$ cat src/rtl/sm_adder_scheduler.sv
// Round-robin scheduler sharing one pipelined sign-magnitude adder between two requesters.
// One operation in flight; the result returns tagged with its ID, an overflow flag and -0 cleared.
module sm_adder_scheduler #(
    parameter int unsigned DATA_WIDTH = 4,
    parameter int unsigned ADD_LAT    = 2
) (
    input  logic                  clk,
    input  logic                  rst,
    input  logic                  req0_valid,
    output logic                  req0_ready,
    input  logic [DATA_WIDTH-1:0] req0_a,
    input  logic [DATA_WIDTH-1:0] req0_b,
    input  logic                  req1_valid,
    output logic                  req1_ready,
    input  logic [DATA_WIDTH-1:0] req1_a,
    input  logic [DATA_WIDTH-1:0] req1_b,
    output logic [DATA_WIDTH-1:0] add_a,
    output logic [DATA_WIDTH-1:0] add_b,
    input  logic [DATA_WIDTH-1:0] add_sum,
    output logic                  rsp_valid,
    input  logic                  rsp_ready,
    output logic [DATA_WIDTH-1:0] rsp_sum,
    output logic                  rsp_id,
    output logic                  rsp_ovf,
    output logic                  busy
);
    localparam int unsigned MagW = DATA_WIDTH - 1;
    localparam int unsigned CntW = $clog2(ADD_LAT + 1);
    localparam logic [CntW-1:0] CntInit = CntW'(ADD_LAT);
    localparam logic [CntW-1:0] CntOne  = CntW'(1);

    typedef enum logic [1:0] {StIdle, StWait, StResp} state_e;

    state_e                state_q, state_d;
    logic                  ptr_q;
    logic [CntW-1:0]       cnt_q;
    logic [DATA_WIDTH-1:0] add_a_q, add_b_q, sum_q;
    logic                  id_q, ovf_q;

    logic                  grant, xfer, ovf_d;
    logic [DATA_WIDTH-1:0] sel_a, sel_b;
    logic [MagW:0]         mag_sum;

    // Arbitration and operand selection; a transfer happens whenever IDLE sees any valid.
    always_comb begin
        grant   = (req0_valid && req1_valid) ? ptr_q : req1_valid;
        sel_a   = grant ? req1_a : req0_a;
        sel_b   = grant ? req1_b : req0_b;
        mag_sum = {1'b0, sel_a[MagW-1:0]} + {1'b0, sel_b[MagW-1:0]};
        ovf_d   = (sel_a[MagW] == sel_b[MagW]) && mag_sum[MagW];
        xfer    = (state_q == StIdle) && (req0_valid || req1_valid) && !rst;
    end

    always_ff @(posedge clk or posedge rst) begin
        if (rst) begin
            state_q <= StIdle;
        end else begin
            state_q <= state_d;
        end
    end

    always_comb begin
        state_d = state_q;
        case (state_q)
            StIdle:  if (xfer) state_d = StWait;
            StWait:  if (cnt_q == '0) state_d = StResp;
            StResp:  if (rsp_ready) state_d = StIdle;
            default: state_d = StIdle;
        endcase
    end

    always_comb begin
        req0_ready = xfer && !grant;
        req1_ready = xfer && grant;
        busy       = (state_q != StIdle);
        rsp_valid  = (state_q == StResp);
    end

    always_ff @(posedge clk or posedge rst) begin
        if (rst) begin
            ptr_q   <= 1'b0;
            cnt_q   <= '0;
            add_a_q <= '0;
            add_b_q <= '0;
            sum_q   <= '0;
            id_q    <= 1'b0;
            ovf_q   <= 1'b0;
        end else begin
            if (xfer) begin
                add_a_q <= sel_a;
                add_b_q <= sel_b;
                id_q    <= grant;
                ovf_q   <= ovf_d;
                ptr_q   <= ~grant;
                cnt_q   <= CntInit;
            end
            if (state_q == StWait) begin
                if (cnt_q == '0) begin
                    // A zero magnitude is always reported as +0.
                    sum_q <= (add_sum[MagW-1:0] == '0) ? '0 : add_sum;
                end else begin
                    cnt_q <= cnt_q - CntOne;
                end
            end
        end
    end

    assign add_a   = add_a_q;
    assign add_b   = add_b_q;
    assign rsp_sum = sum_q;
    assign rsp_id  = id_q;
    assign rsp_ovf = ovf_q;

endmodule
$ cat config.mk
export PLATFORM = sky130hd
export DESIGN_NAME = sm_adder_scheduler
export DESIGN_NICKNAME = d
export VERILOG_FILES = /design/src/rtl/sm_adder_scheduler.sv
export SDC_FILE = /design/constraint.sdc
export NUM_CORES = 1
export LEC_CHECK = 0
export CAP_MARGIN = 20
export CORE_MARGIN = 1
export CORE_UTILIZATION = 37
export DETAILED_ROUTE_END_ITERATION = 10
export PLACE_DENSITY = 0.75
export RECOVER_POWER = 25
export SYNTH_ARGS = -nofsm -noshare
export SYNTH_HDL_FRONTEND = slang
export SYNTH_SLANG_ARGS = --single-unit
$ cat constraint.sdc
create_clock -name clk -period 2.1 [get_ports clk]
set_clock_uncertainty 0.2 [all_clocks]
set_input_delay 0.63 -clock clk [delete_from_list [all_inputs] [get_ports clk]]
set_output_delay 0.63 -clock clk [all_outputs]
set_load 0.05 [all_outputs]
==> out/results.tsv <==
stage	metric	value	unit
outcome	status	finished with violations	
outcome	violations	negative setup slack	
sta	post-route-period-util	106.0	%
cts	cts.reportedPaths.clkPinSlew	110	ps
sta	relSlewSlack	49.90	%
cts	cts_hold_buf	0	
global_routing	overflow	0	
floorplanning	die_w	52.93	microns
yosys	syn_nets	111	
cts	insertion_delay	300	ps
yosys	synth_edf_count	0	
route	dr.pass1.iters	4	
cts	cts_sinks	19	
power_and_ir_drop	p_int	1243	uW
placed_design	routabilityCongestion	0.7896	
yosys	async_reset_ff_share	100.0	%
global_routing	grt_use_total	20.12	%
sta	fin_ws	-125.8	ps
cts	htreeDepth	1	
sta	fmax	449.3	MHz
min_path	worstHoldPathType	input pin to asynchronous set/reset pin	
worst_setup_path	worstPathArrival	1400	ps
layout	multi_input_comb_area	529.3	sq um
cts	root_buffer	clkbuf_4	
worst_setup_path	cp-start-kind	flip-flop	
power_and_ir_drop	p_sw_share	47.85	%
route	vias	851	
global_routing	grt_max_degree	19	
layout	seqCellArea	475.5	sq um
placed_design	io_buffers	42	
power_and_ir_drop	clkPwrFrac	7.7	%
sta	finalHoldViolations	0	
sta	period_needed	2226	ps
route	wl_per_cell	13.98	microns
power_and_ir_drop	combPwrFrac	64.4	%
worst_setup_path	critPathMaxFanout	5	
yosys	synth_warnings	0	
global_routing	antenna_found_initial	0	
floorplanning	rows	18	
floorplanning	initial_utilization	39.09	%
cts	cts_inserted_buffers	3	
yosys	ys.flop_type	dfrtp_1	
layout	nNetsFinal	173	
worst_setup_path	critPathKind	flip-flop to output port	
floorplanning	die-area	2802	sq um
sta	tightest_slew	751.5	ps
floorplanning	die_h	52.93	microns
layout	drive_gt1_share	45.52	%
yosys	synthDistinctLibCells	30	
worst_setup_path	worst_ep_required_time	1270	ps
power_and_ir_drop	p_switching	1140	uW
cts	clk_path_buf_depth	2	
power_and_ir_drop	pwr-share-seq	27.9	%
layout	fill_cells	199	
sta	setup_violations	3	
floorplanning	io_pins	43	
power_and_ir_drop	peakVddDrop	1.056	mV
yosys	synthCells	84	
worst_setup_path	r2r_slack	-60	ps
sta	tns	-279.4	ps
route	post-route-drc-count	0	
yosys	synth-seq-area-share	49.54	%
global_routing	grt_pass1_vias	839	
cts	cts_tree	built	
sta	rsz0062_at_grt	yes	
global_routing	grt_pass1_wl	3953	microns
power_and_ir_drop	p_per_area	1477	nW/um^2
yosys	syn_area_per_cell	11.42	sq um
layout	antenna_cells	0	
sta	hold_ws	60.32	ps
power_and_ir_drop	p_leak	0.0007609	uW
layout	synthToLayoutAreaGrowth	68.19	%
job	cap_viol_max_count	0	
yosys	syn-cell-area	959.7	sq um
placed_design	dp_hpwl	1824	microns
route	wirelength	2446	microns
sta	slew_viol_final	0	
placed_design	dpl_worst_slack	-766.6	ps
route	viasPerCell	4.863	
worst_setup_path	endpoint_kind	output port	
floorplanning	core	2455	sq um
route	antenna_left	0	
route	first_iter_violations	6	
yosys	ys_seq_elements	19	
==> through the flow <==
step / util, % / cell area [sq um] / power [uW] / cells
after detailed placement: 60.96 / 1496 / 2071 / 163
after global routing: 65.75 / 1614 / 2519 / 175
after floorplan: - / 1003 / 1604 / 84
final: 65.75 / 1614 / 2383 / 175
after CTS: 65.90 / 1618 / 2367 / 175
after global placement: 60.96 / 1496 / 2039 / 163
==> sequential cells by signal, indices dropped and copies added (netlist names) <==
register and count:
add_b 4, rsp_sum 4, rsp_ovf 1, ptr_q 1, rsp_id 1, cnt_q 2, add_a 4, state_q 2
==> power groups by stage <==
stage / clock network [uW] / registers, uW / logic (uW)
CTS: 190 / 661 / 1520
global placement: 0 / 653 / 1390
floorplan: 0 / 1110 / 498
detailed placement: 0 / 663 / 1410
global route: 204 / 686 / 1630
finish: 184 / 664 / 1540
==> cells in the final DEF (no fill, tap or decap), types with 2 or more instances in the layout <==
cell type        synthesis  layout
ha_4                     0       2
clkbuf_4                 0       3
nor2_4                   0       2
mux2_4                   3       4
nand2b_1                 2       2
mux2i_1                  4       4
a21o_1                   2       2
o21ai_0                 10       9
inv_1                    3       3
mux2_2                   8       7
nand2_1                  7       7
buf_6                    1       5
nand3_1                  3       3
buf_4                    0      29
dfrtp_1                 19      19
buf_2                    1       2
clkdlybuf4s50_1          0      21
==> logic make-up (layout without fill, tap and decap cells) <==
kind of cell / Yosys count / count (layout) / share of synthesized area [%]
compound gates: 17 / 17 / 10.95
xor+xnor: 2 / 2 / 1.826
fa+ha+maj: 2 / 2 / 2.607
buf+inv: 6 / 67 / 3.258
flops: 19 / 19 / 49.54
mux: 15 / 15 / 18.25
simple gates: 23 / 23 / 13.56
==> cell type report <==
class	instances	share of cell area (%)
Multi-Input combinational cell	59	32.79
Tap cell	30	2.326
Clock inverter	1	0.3101
Inverter	3	0.6977
Timing Repair Buffer	60	33.02
Clock buffer	3	1.395
Sequential cell	19	29.46
==> critical path: stages, from the launching register on <==
cell	delay, ps
dfrtp_1	400
nand2b_4	150
and2_4	180
buf_6	120
nor2_4	90
buf_6	160
==> metal layers <==
metal	share of wire (%)	track usage, %	up-vias
met3	3.1	3.448	2
met2	54	35.44	20
met5	0	0	-
met1	42	24.55	411
met4	0.86	6.579	0
li1	-	-	418
==> cells in the mapped netlist (2+ instances only) <==
cell type  instances  share of area [%]
a21o_1             2                1.6
nand2_1            7                2.7
mux2_4             3                4.7
ha_1               2                2.6
mux2i_1            4                4.2
o21ai_0           10                5.2
mux2_2             8                9.4
nand3_1            3                1.6
nand2b_1           2                1.3
inv_1              3                1.2
dfrtp_1           19                 50
nor2_1             3                1.2
==> what timing repair did <==
action,CTS,global route
pin swaps,5,2
endpoints found under the setup margin,7,4
buffers inserted,8,0
gates resized for setup,23,4
hold endpoints to repair,0,0
==> path summary, 6_finish.rpt <==
| path | start | end | cells after the start |
|---|---|---|---|
| max in group asynchronous | rst | state_q[0] | 3 |
| setup reg to reg | ptr_q | rsp_ovf | 8 |
| setup / recovery | ptr_q | req0_ready | 5 |
| min in group clk | rsp_id | rsp_id | 1 |
| hold / removal | rst | add_a[3] | 2 |
| hold reg to reg | rsp_id | rsp_id | 1 |
Note: power is estimated with default switching activity, not from simulation.
==> edit: new RTL, same settings <==
Put one more register stage on the output `rsp_ovf`, cleared by the reset. The value now appears one clock later. The other outputs are not delayed to match.
--- a/src/rtl/sm_adder_scheduler.sv
+++ b/src/rtl/sm_adder_scheduler.sv
@@ -109,6 +109,12 @@
     assign add_b   = add_b_q;
     assign rsp_sum = sum_q;
     assign rsp_id  = id_q;
-    assign rsp_ovf = ovf_q;
+    always_ff @(posedge clk or posedge rst) begin
+        if (rst) begin
+            rsp_ovf <= '0;
+        end else begin
+            rsp_ovf <= ovf_q;
+        end
+    end
 
 endmodule
Check against the original RTL: not equivalent (Yosys sat finds a counterexample within 4 cycles, from zero or initial values and one cycle with rst high).
==> edit against the original RTL <==
Routed wire length down 3.6%. Setup slack worse by 13 ps. Synthesized area up 2.6%. Final area up 1.9%. Sequential cell count up 1. Synthesized cell count up 1.2%. The flow still finishes with violations (setup timing). Critical path depth up 4. Critical endpoint is now ovf_q$_DFFE_PP0P_. Final cell count down 0.57%. Sequential power up 3.3%. Largest cell class unchanged. Total power up 2.3%.
==> edit: results (changes against the original RTL) <==
* Status: finished, violations left
* Failing checks: setup timing
* Gpl congestion at 0.815 (+3.3%)
* Routed wire length at 2.36 mm (-3.6%)
* Num CTS Buffers at 3 (unchanged)
* Reg clk slew, reported paths at 110 ps (about the same)
* Synthesis Warnings at 0 (unchanged)
* Hold_ws at 192 ps (+132 ps)
* HPWL Detailed at 1.82 mm (about the same)
* IO Port Bufs at 42 (unchanged)
* # fillers at 206 (+3.5%)
* Synth Net Count at 112 (+0.90%)
* Synth unique cells at 30 (unchanged)
* Htree depth at 1 (unchanged)
* Peak VDD IR at 1.17 mV (+11%)
* Lkg Pwr at 0.764 nW (+0.36%)
* Antenna violations before repair at 0 (unchanged)
* Worst stage delay on the critical path at 400 ps (about the same)
* Slowest-stage cell, CP: dfrtp_1
* First-pass GRT wire length at 3.81 mm (-3.7%)
* Drt first pass iters at 4 (unchanged)
* Vias in the first global route at 872 (+3.9%)
* Largest net degree at the start of global routing at 12 (-7)
* Worst hold endpoint: rsp_ovf$_DFF_PP0_
* Total GRT Usage at 0.185 (-0.0161)
* Worst slew pin tran at 572 ps (-179 ps)
* Clk_lat worst skew at 300 ps (about the same)
* FFs w/ async S/R, synth at 1.00 (unchanged)
* CP Max Fanout at 3 (-2)
* Critical path class: flip-flop to flip-flop
* Initial DRC count at 7 (+1)
* Hold Path Stages at 0
* CP top delay family: simple AND/OR/NAND/NOR gates
* Bufs on Longest Clock Path at 2 (unchanged)
* Critical path arrival at 2260 ps (+860 ps)
* Psw at 0.00113 W (-0.65%)
* Total Nets Final at 172 (-0.58%)
* Clock root buffer master: clkbuf_4
* Pre-CTS WS at -747 ps (+19.5 ps)
* Worst R2R Setup Slack at -140 ps (-80 ps)
* Worst setup endpoint: ovf_q$_DFFE_PP0P_
* Setup Buffers After CTS at 3 (-5)
* Hold WC Path Type: flip-flop to flip-flop
* Register area share after synthesis at 0.508 (+0.0128)
* Origin of the critical flop-to-flop path: ptr_q$_DFFE_PP0P_
* Worst setup margin at -139 ps (-13.0 ps)
* Antenna cells at 0 (unchanged)
* Post_cts resized at 27 (+17%)
* Synth area leaders: dfrtp_1 51%, mux2_2 9.1%, o21ai_0 5.1%
* Top cells by count, synth: 20 x dfrtp_1, 10 x o21ai_0, 8 x mux2_2, 7 x nand2_1, 4 x mux2i_1
* Min-delay src: ovf_q$_DFFE_PP0P_
* # setup viols final at 3 (unchanged)
* Vias at 858 (+0.82%)
* Cell depth of the worst flop-to-flop path at 9 (+1)
* Layout cells sized above 1 at 0.431 (-0.0246)
edit: power by group through the flow:
stage / Combinational (W) / Clock, W / Sequential (W)
floorplan: 0.000498 / 0 / 0.00113
global placement: 0.00140 / 0 / 0.000674
detailed placement: 0.00141 / 0 / 0.000688
CTS: 0.00151 / 0.000233 / 0.000689
global route: 0.00161 / 0.000251 / 0.000709
finish: 0.00153 / 0.000226 / 0.000686
edit: per-stage QoR:
step	TNS (ps)	area [sq um]	power, W	instances	util
2_1_floorplan	-431	1030	0.00163	85	-
3_3_place_gp	-4080	1520	0.00207	166	0.608
3_5_place_dp	-4030	1520	0.00209	166	0.608
4_1_cts	-386	1620	0.00243	173	0.650
5_1_grt	-553	1640	0.00257	174	0.658
6_report	-386	1640	0.00244	174	0.658
edit: final cells by class:
| class | instances | area (sq um) | share of cell area |
|---|---|---|---|
| timing repair buffer | 58 | 538 | 0.327 |
| inverter | 3 | 11.3 | 0.00685 |
| clock buffer | 4 | 36.3 | 0.0221 |
| sequential | 20 | 500 | 0.304 |
| tap | 30 | 37.5 | 0.0228 |
| multi-input combinational | 59 | 520 | 0.317 |
edit: cell families (layout without fill, tap and decap cells):
| family | after synthesis | count (layout) | share of synthesized area |
|---|---|---|---|
| xor+xnor | 2 | 2 | 0.0178 |
| compound gates | 17 | 17 | 0.107 |
| flops | 20 | 20 | 0.508 |
| buf+inv | 6 | 65 | 0.0318 |
| simple gates | 23 | 23 | 0.132 |
| mux | 15 | 15 | 0.178 |
| fa+ha+maj | 2 | 2 | 0.0254 |
edit: layer usage:
metal | GRT usage | up-vias | wire length, um
met2 | 0.304 | 26 | 1160
met3 | 0.0395 | 3 | 130
met4 | 0.0702 | 0 | 24
met1 | 0.238 | 410 | 1040
met5 | 0 | - | 0
li1 | - | 419 | -
